<file path="src/rtl/seq_detector_param.sv">
// -----------------------------------------------------------------------------
// seq_detector_param
//
// Parametrised serial pattern detector. A free-running divider produces a
// sample tick every DIV clocks. On each tick the input bit x is shifted into
// a history register, and the longest pattern prefix that ends at the newest
// sample becomes the detection progress (prefix/suffix fallback, so a mismatch
// does not necessarily restart from zero). A complete match pulses `match`
// for one tick period and bumps a saturating match counter. The pattern can
// be reloaded at run time; overlap mode selects whether samples belonging to
// a completed match may start the next one.
//
// Parameters
//   PAT_LEN  pattern length in bits (2..8)
//   PATTERN  pattern after reset, MSB is the first bit expected
//   DIV      clock cycles per sample tick (>= 2)
//
// Ports
//   clk        in   system clock, rising edge
//   rst        in   asynchronous reset, active-high
//   x          in   serial data bit, sampled on tick cycles only
//   ovl        in   1 = overlapping detection, 0 = non-overlapping
//   load_en    in   one-cycle strobe, loads load_pat and clears detection state
//   load_pat   in   new pattern, MSB first
//   match      out  high for the tick period following a complete match
//   match_cnt  out  number of matches, saturating at 255
//   progress   out  pattern bits currently matched, 0..PAT_LEN
//   seg        out  active-low 7-segment {a,b,c,d,e,f,g} showing progress
// -----------------------------------------------------------------------------
module seq_detector_param #(
    parameter int                 PAT_LEN = 4,
    parameter logic [PAT_LEN-1:0] PATTERN = 4'b0010,
    parameter int                 DIV     = 20000000
) (
    input  logic               clk,
    input  logic               rst,
    input  logic               x,
    input  logic               ovl,
    input  logic               load_en,
    input  logic [PAT_LEN-1:0] load_pat,
    output logic               match,
    output logic [7:0]         match_cnt,
    output logic [3:0]         progress,
    output logic [6:0]         seg
);

    localparam int                 DIV_W    = (DIV > 2) ? $clog2(DIV) : 1;
    localparam logic [DIV_W-1:0]   DIV_LAST = DIV_W'(DIV - 1);
    localparam logic [3:0]         LEN4     = 4'(PAT_LEN);

    logic [DIV_W-1:0]   div_cnt;
    logic               tick;
    logic [PAT_LEN-1:0] pat;
    logic [PAT_LEN-1:0] hist;
    logic [3:0]         nval;

    logic [PAT_LEN-1:0] h_next;
    logic [3:0]         n_next;
    logic [3:0]         k;
    logic [PAT_LEN-1:0] mask;
    logic               hit;

    // Saturating 8-bit increment for the match counter.
    function automatic logic [7:0] sat_inc8(input logic [7:0] v);
        return (v == 8'hFF) ? v : v + 8'd1;
    endfunction

    // Active-low 7-segment decode, {a,b,c,d,e,f,g}.
    function automatic logic [6:0] seg_of(input logic [3:0] p);
        case (p)
            4'd0:    return 7'b0000001;
            4'd1:    return 7'b1001111;
            4'd2:    return 7'b0010010;
            4'd3:    return 7'b0000110;
            4'd4:    return 7'b1001100;
            4'd5:    return 7'b0100100;
            4'd6:    return 7'b0100000;
            4'd7:    return 7'b0001111;
            4'd8:    return 7'b0000000;
            default: return 7'b1111111;
        endcase
    endfunction

    assign tick = (div_cnt == DIV_LAST);

    // Candidate history/valid count for this tick, and the longest pattern
    // prefix matching the newest samples. The loop runs upward so the last
    // hit wins, giving the largest k. k is bounded by n_next so samples that
    // predate a reset, load or non-overlapping match never contribute.
    always_comb begin
        h_next = PAT_LEN'({hist, x});
        n_next = (nval >= LEN4) ? LEN4 : nval + 4'd1;
        k      = 4'd0;
        mask   = '0;
        for (int kk = 1; kk <= PAT_LEN; kk++) begin
            // Low kk bits of the mask set; pat shifted so its top kk bits
            // line up with the kk newest history bits.
            mask = {PAT_LEN{1'b1}} >> (PAT_LEN - kk);
            if ((kk <= int'(n_next)) &&
                (((h_next ^ (pat >> (PAT_LEN - kk))) & mask) == '0)) begin
                k = 4'(kk);
            end
        end
        hit = (k == LEN4);
    end

    always_ff @(posedge clk or posedge rst) begin
        if (rst) begin
            div_cnt   <= '0;
            pat       <= PATTERN;
            hist      <= '0;
            nval      <= '0;
            progress  <= '0;
            match     <= 1'b0;
            match_cnt <= '0;
        end else begin
            // The divider free-runs; a pattern load does not disturb it.
            div_cnt <= tick ? '0 : div_cnt + DIV_W'(1);

            // A load takes priority over a coincident tick, dropping that sample.
            if (load_en) begin
                pat       <= load_pat;
                hist      <= '0;
                nval      <= '0;
                progress  <= '0;
                match     <= 1'b0;
                match_cnt <= '0;
            end else if (tick) begin
                hist     <= h_next;
                progress <= k;
                match    <= hit;
                if (hit) begin
                    match_cnt <= sat_inc8(match_cnt);
                end
                // Non-overlapping mode forgets every sample of the completed match.
                nval <= (hit && !ovl) ? 4'd0 : n_next;
            end
        end
    end

    assign seg = seg_of(progress);

endmodule

</file>
<file path="config.mk">
export PLATFORM = sky130hd
export DESIGN_NAME = seq_detector_param
export DESIGN_NICKNAME = d
export VERILOG_FILES = /design/src/rtl/seq_detector_param.sv
export SDC_FILE = /design/constraint.sdc
export NUM_CORES = 1
export LEC_CHECK = 0
export ABC_AREA = 0
export CORE_MARGIN = 3
export CORE_UTILIZATION = 56
export DETAILED_ROUTE_END_ITERATION = 16
export GPL_ROUTABILITY_DRIVEN = 0
export PLACE_DENSITY = 0.79
export SLEW_MARGIN = 15
export SYNTH_ARGS = -nofsm -noshare
export SYNTH_HDL_FRONTEND = slang
export SYNTH_SLANG_ARGS = --single-unit
</file>
<file path="constraint.sdc">
create_clock -name clk -period 3.3 [get_ports clk]
set_clock_uncertainty 0.2 [all_clocks]
set_input_delay 0.66 -clock clk [delete_from_list [all_inputs] [get_ports clk]]
set_output_delay 0.66 -clock clk [all_outputs]
set_load 0.01 [all_outputs]
</file>
==> results of run 1 <==
==> cells by family (layout without fill, tap and decap cells) <==
kind of cell / count (synthesis) / after routing
and+or+nand+nor: 116 / 116
DFF: 48 / 48
AOI/OAI and AO/OA: 42 / 42
xor gates and xnor gates: 31 / 31
buffers and inverters: 26 / 51
adders and majority gates: 8 / 8
muxes: 5 / 5
other: 1 / 1
==> metrics by stage <==
step / instance area (um^2) / utilization
floorplan: 2640 / -
global placement: 2950 / 0.663
detailed placement: 2950 / 0.663
CTS: 3030 / 0.682
global route: 3030 / 0.682
finish: 3030 / 0.682
==> report_power, final <==
| part | total [mW] | switching, mW | internal [mW] |
|---|---|---|---|
| Combinational | 0.0544 | 0.0294 | 0.0250 |
| Sequential | 0.601 | 0.00731 | 0.593 |
| Clock | 0.339 | 0.190 | 0.149 |
| Total | 0.995 | 0.227 | 0.767 |
==> flip-flops by register name (all words and copies together) (netlist names) <==
signal	cells
nval	4
hist	3
match	1
pat	4
match_cnt	8
progress	3
div_cnt	25
==> cells in the final DEF, fill, tap and decap left out, types with 5 or more instances in the layout <==
cell	instances
or3_1	6
clkbuf_8	5
o21ai_0	5
and3_1	8
dfrtp_1	47
ha_1	8
nor2_1	19
buf_4	7
nand3_1	19
o31ai_1	7
nand2_1	23
or4_1	7
a21oi_1	22
inv_1	8
mux2_2	5
xor2_1	20
nor4_1	6
xnor2_1	11
nand4_1	12
clkdlybuf4s50_1	27
==> per-layer routing <==
metal	track usage	vias to the layer above	share of wire
li1	-	1036	-
met1	0.282	971	0.48
met2	0.338	60	0.46
met3	0.0481	10	0.048
met4	0.0692	0	0.015
met5	0	-	0
==> layout make-up <==
cell class              instances  area [um^2]  area share
multi-input cells             203         1320       0.437
flip-flops and latches         48         1200       0.397
repair buffers                 34          323       0.107
clock buffers                   7         76.3      0.0252
well taps                      52         65.1      0.0215
inverters                       9         33.8      0.0112
clock inverters                 1         5.00     0.00165
==> how the worst max path moves through the flow <==
stage                        end  slack (ns)  cells past startpoint
floorplan           match_cnt[3]        0.83                      8
CTS                       seg[3]        0.49                      5
finish                    seg[3]        0.52                      5
detailed placement  match_cnt[7]        0.43                      7
global placement    match_cnt[4]        0.49                      7
global route              seg[3]        0.37                      5
==> Yosys cell counts (all sizes together) (8+ instances only) <==
master	count
a21oi	22
nand2	23
nand4	12
nor2	19
inv	9
ha	8
nand3	20
dfrtp	47
clkbuf	13
or4	8
xor2	20
xnor2	11
and3	8
==> critical path, delay by kind of cell (launching register included) <==
family,cells,cell delay [ns]
AND/OR/NAND/NOR,2,0.27
adder cells (fa/ha/maj),1,0.29
flip-flops,1,0.43
buffers and inverters,2,0.64
==> results.sh, run 1 <==
export IMPL_drtPass1Iterations=4
export IMPL_grt_usage=0.210
export IMPL_io_pins=29
export IMPL_io_buffers=27
export IMPL_antenna_found_initial=0
export IMPL_synth_mux_area_frac=0.0213
export IMPL_worst_setup_path_type="flop to output pin"
export IMPL_reg2regPathDepth=6
export IMPL_cts_setup_buffers=0
export IMPL_grt_max_degree=29
export IMPL_rsz0062_at_grt="false"
export IMPL_critPathArrivalTime_ns=1.92
export IMPL_hold_slack_ns=0.297
export IMPL_hp_start="div_cnt[0]"
export IMPL_drv_cap=0
export IMPL_place_hpwl_mm=3.80
export IMPL_ir_drop_v=0.000248
export IMPL_layoutNonFillerInstCount=354
export IMPL_nFillCells=356
export IMPL_clk_latency_ns=0.31
export IMPL_hold_depth=1
export IMPL_path_clk_slew_ns=0.08
export IMPL_numCtsBuffers=5
export IMPL_wl_per_cell_um=14.6
export IMPL_detail_route_antenna_nets=0
export IMPL_synthFlopType="dfrtp_1"
export IMPL_grt_pass1_wl_mm=9.01
export IMPL_ctsHoldBuffers=0
export IMPL_routed_wirelength_mm=5.16
export IMPL_fmax_mhz=359
export IMPL_synth_edf_count=0
export IMPL_die_h_um=74.7
export IMPL_r2r_end="match_cnt[3]"
export IMPL_dp_cells=346
export IMPL_crit_required_ns=2.44
export IMPL_worst_setup_path_start_kind="flop"
export IMPL_fin_setup_tns_ns=0
export IMPL_dieArea_um2=5580
export IMPL_cts_sinks=48
export IMPL_nets=318
export IMPL_diodes=0
export IMPL_core_um2=4440
export IMPL_synthToLayoutAreaGrowth_pct=14.6
export IMPL_yosys_area_top_type="dfrtp_1"
export IMPL_grt_pass1_vias=1965
export IMPL_power_per_cell_area_nw_per_um2=328
export IMPL_cpPeakStageDelay_ns=0.53
export IMPL_period_share=0.844
export IMPL_finalPower_mw=0.995
export IMPL_synth_top_family_by_area="simple AND/OR/NAND/NOR gates"
export IMPL_cts_root_buf="clkbuf_8"
export IMPL_grt_overflow_total=0
export IMPL_crit_path_start="progress[0]"
export IMPL_cts_tree="done"
export IMPL_vias=2077
export IMPL_die_w_um=74.7
export IMPL_r2r_setup_slack_ns=0.60
export IMPL_cp_cell_sequence="inv_1, ha_1, and2_1, nor2_1, clkdlybuf4s50_1"
export IMPL_holdPathEnd="div_cnt[0]"
export IMPL_via_per_inst=5.87
export IMPL_end_kind="output pin"
export IMPL_slew_headroom=0.529
export IMPL_setup_slack_ns=0.516
export IMPL_synth_seq_cells=48
export IMPL_hold_path_class="flop to flop"
export IMPL_tightest_slew_ns=0.700
export IMPL_drt_iter0_drc=162
export IMPL_setup_viol=0
export IMPL_r2r_start="div_cnt[0]"
export IMPL_synth_xor_area_frac=0.103
export IMPL_synth_compound_area_frac=0.0951
export IMPL_async_flop_share=1.00
export IMPL_status="complete, no violations"
export IMPL_clockBufferDepth=2
export IMPL_drive_gt1_frac=0.0828
export IMPL_synth_fa_ha_area_frac=0.0379
export IMPL_netlist_area_um2=2640
export IMPL_cp_slowest_cell="clkdlybuf4s50_1"
export IMPL_period_minus_slack_ns=2.78
export IMPL_synth_cell_types=39
export IMPL_synth_top_area_frac=0.445
export IMPL_slew_violations=0
export IMPL_yosys_area_share_simple=0.240
export IMPL_hold_viol=0
export IMPL_start_util=0.595
export IMPL_yosysSeqAreaShare=0.455
export IMPL_drc=0
export IMPL_path_max_fanout=6
export IMPL_syn_mean_instance_area_um2=9.54
export IMPL_ctsResizeCount=0
export IMPL_dp_slack_ns=0.431
export IMPL_ys_warn_count=0
export IMPL_synth_cells=277
export IMPL_p_leak_nw=1.27
export IMPL_synthTopCellsByArea="dfrtp_1 44%, xor2_1 6.6%, a21oi_1 4.2%, ha_1 3.8%, xnor2_1 3.6%"
export IMPL_rows=24
export IMPL_h_tree_depth=2
export IMPL_syn_nets=294
(Power assumes the default switching activity.)
==> inputs of run 2 (changes only) <==
--- a/config.mk
+++ b/config.mk
@@ -7,10 +7,10 @@
 export LEC_CHECK = 0
 export ABC_AREA = 0
 export CORE_MARGIN = 3
-export CORE_UTILIZATION = 56
+export CORE_UTILIZATION = 51
 export DETAILED_ROUTE_END_ITERATION = 16
 export GPL_ROUTABILITY_DRIVEN = 0
-export PLACE_DENSITY = 0.79
+export PLACE_DENSITY = 0.76
 export SLEW_MARGIN = 15
 export SYNTH_ARGS = -nofsm -noshare
 export SYNTH_HDL_FRONTEND = slang
==> constraint.sdc (replaced) <==
create_clock -name clk -period 2.5 [get_ports clk]
set_clock_uncertainty 0.2 [all_clocks]
set_input_delay 0.5 -clock clk [delete_from_list [all_inputs] [get_ports clk]]
set_output_delay 0.5 -clock clk [all_outputs]
set_load 0.01 [all_outputs]
==> run 2 against run 1 <==
Final cell count rose by 9.0%. Clock power rose by 59%. Die area rose by 9.0%. Sequential share of layout area fell by 2.4 points. First-iteration DRC count fell by 9.3%. Combinational power rose by 37%. Largest cell class unchanged. Global-route usage fell by 2.6 points. Cell area rose by 6.6%. Flip-flop and latch count did not move. Worst hold slack improved by 0.026 ns. Sequential power rose by 32%. Total power rose by 42%.
==> results.sh, run 2 (synthesized netlist as in run 1, its figures left out) <==
export IMPL_vias=2202
export IMPL_io_pins=29
export IMPL_slew_headroom=0.663
export IMPL_grt_usage=0.184
export IMPL_status="complete, no violations"
export IMPL_via_per_inst=5.70
export IMPL_setup_viol=0
export IMPL_drtPass1Iterations=4
export IMPL_die_w_um=78
export IMPL_path_clk_slew_ns=0.08
export IMPL_cp_slowest_cell="or4_4"
export IMPL_clk_latency_ns=0.29
export IMPL_slew_violations=0
export IMPL_nets=335
export IMPL_worst_setup_path_start_kind="flop"
export IMPL_hp_start="match"
export IMPL_crit_required_ns=2.51
export IMPL_cts_root_buf="clkbuf_8"
export IMPL_diodes=0
export IMPL_r2r_start="div_cnt[0]"
export IMPL_drive_gt1_frac=0.144
export IMPL_drt_iter0_drc=147
export IMPL_grt_pass1_vias=2077
export IMPL_core_um2=4880
export IMPL_place_hpwl_mm=3.91
export IMPL_rows=25
export IMPL_path_max_fanout=5
export IMPL_ir_drop_v=0.000287
export IMPL_clockBufferDepth=2
export IMPL_final_common_cell="dfrtp_1"
export IMPL_tightest_slew_ns=0.503
export IMPL_worst_setup_path_type="flop to flop"
export IMPL_wl_per_cell_um=13.8
export IMPL_drv_cap=0
export IMPL_h_tree_depth=2
export IMPL_crit_path_start="div_cnt[0]"
export IMPL_synthToLayoutAreaGrowth_pct=22.1
export IMPL_start_util=0.542
export IMPL_cpPeakStageDelay_ns=0.57
export IMPL_routed_wirelength_mm=5.33
export IMPL_p_leak_nw=1.39
export IMPL_end_kind="flop"
export IMPL_dp_slack_ns=-0.177
export IMPL_regMostFlops="div_cnt"
export IMPL_crit_buf_inv=0
export IMPL_io_buffers=27
export IMPL_grt_overflow_total=0
export IMPL_finalPower_mw=1.41
export IMPL_critPathArrivalTime_ns=2.42
export IMPL_cts_tree="done"
export IMPL_fmax_mhz=413
export IMPL_grt_pass1_wl_mm=9.11
export IMPL_setup_slack_ns=0.0815
export IMPL_top_regs="div_cnt x25, match_cnt x8"
export IMPL_grt_max_degree=49
export IMPL_detail_route_antenna_nets=0
export IMPL_die_h_um=78
export IMPL_drc=0
export IMPL_crit_family="simple AND/OR/NAND/NOR gates"
export IMPL_layout_common_cells="47 x dfrtp_1, 25 x clkdlybuf4s50_1, 23 x nand2_1, 23 x buf_4, 22 x a21oi_1"
export IMPL_hold_slack_ns=0.323
export IMPL_numCtsBuffers=5
export IMPL_period_share=0.967
export IMPL_antenna_found_initial=0
export IMPL_hold_path_class="flop to flop"
export IMPL_cts_sinks=48
export IMPL_largest_register_ffs=25
export IMPL_power_per_cell_area_nw_per_um2=436
export IMPL_hold_viol=0
export IMPL_dieArea_um2=6080
export IMPL_cp_cell_sequence="ha_2, and3_4, nand3_4, or4_4, or4_1, a21oi_1"
export IMPL_period_minus_slack_ns=2.42
run 2: where the power goes:
| part | leakage (nW) | total (mW) | switching, mW | internal [mW] |
|---|---|---|---|---|
| logic | 0.691 | 0.0747 | 0.0393 | 0.0354 |
| clock network | 0.0552 | 0.540 | 0.243 | 0.297 |
| registers | 0.646 | 0.794 | 0.0102 | 0.783 |
run 2: cell type report:
type / count / area, um^2
fillers: 414 / 1650
multi-input cells: 203 / 1340
flip-flops and latches: 48 / 1200
repair buffers: 51 / 464
well taps: 67 / 83.8
clock buffers: 6 / 72.6
clock inverters: 2 / 35.0
inverters: 9 / 33.8
run 2: worst paths after layout:
kind / endpoint / slack (ns) / cells past startpoint
setup / recovery: match_cnt[2] / 0.08 / 6
hold / removal: match / 0.32 / 2
setup reg to reg: match_cnt[2] / 0.08 / 6
hold reg to reg: match / 0.32 / 2
max in group asynchronous: pat[1] / 1.47 / 3
min in group asynchronous: progress[0] / 0.36 / 3
run 2: metrics by stage:
step | cells | util | area, um^2 | setup TNS, ns
floorplan | 277 | - | 2640 | 0
global placement | 375 | 0.632 | 3080 | -0.869
detailed placement | 375 | 0.632 | 3080 | -1.10
CTS | 384 | 0.655 | 3200 | 0
global route | 386 | 0.662 | 3230 | -0.00330
finish | 386 | 0.662 | 3230 | 0
run 2: worst register-to-register path, delay by kind of cell (launching register included):
| kind | cells | cell delay, ns |
|---|---|---|
| and+or+nand+nor | 4 | 1.36 |
| AOI/OAI and AO/OA | 1 | 0.18 |
| DFF | 1 | 0.39 |
| adders and majority gates | 1 | 0.22 |
run 2: what timing repair did:
action	4_1_cts	5_1_grt
gates resized for setup	1	4
buffers inserted	1	2
endpoints found under the setup margin	1	8
hold buffers	0	0
run 2: metal layers:
layer,vias up,GRT usage,routed length [um],part of all wire
met1,1063,0.242,2460,0.46
met5,-,0,0,0
li1,1064,-,-,-
met2,71,0.307,2540,0.48
met3,4,0.0383,291,0.055
met4,0,0.0524,41,0.0077
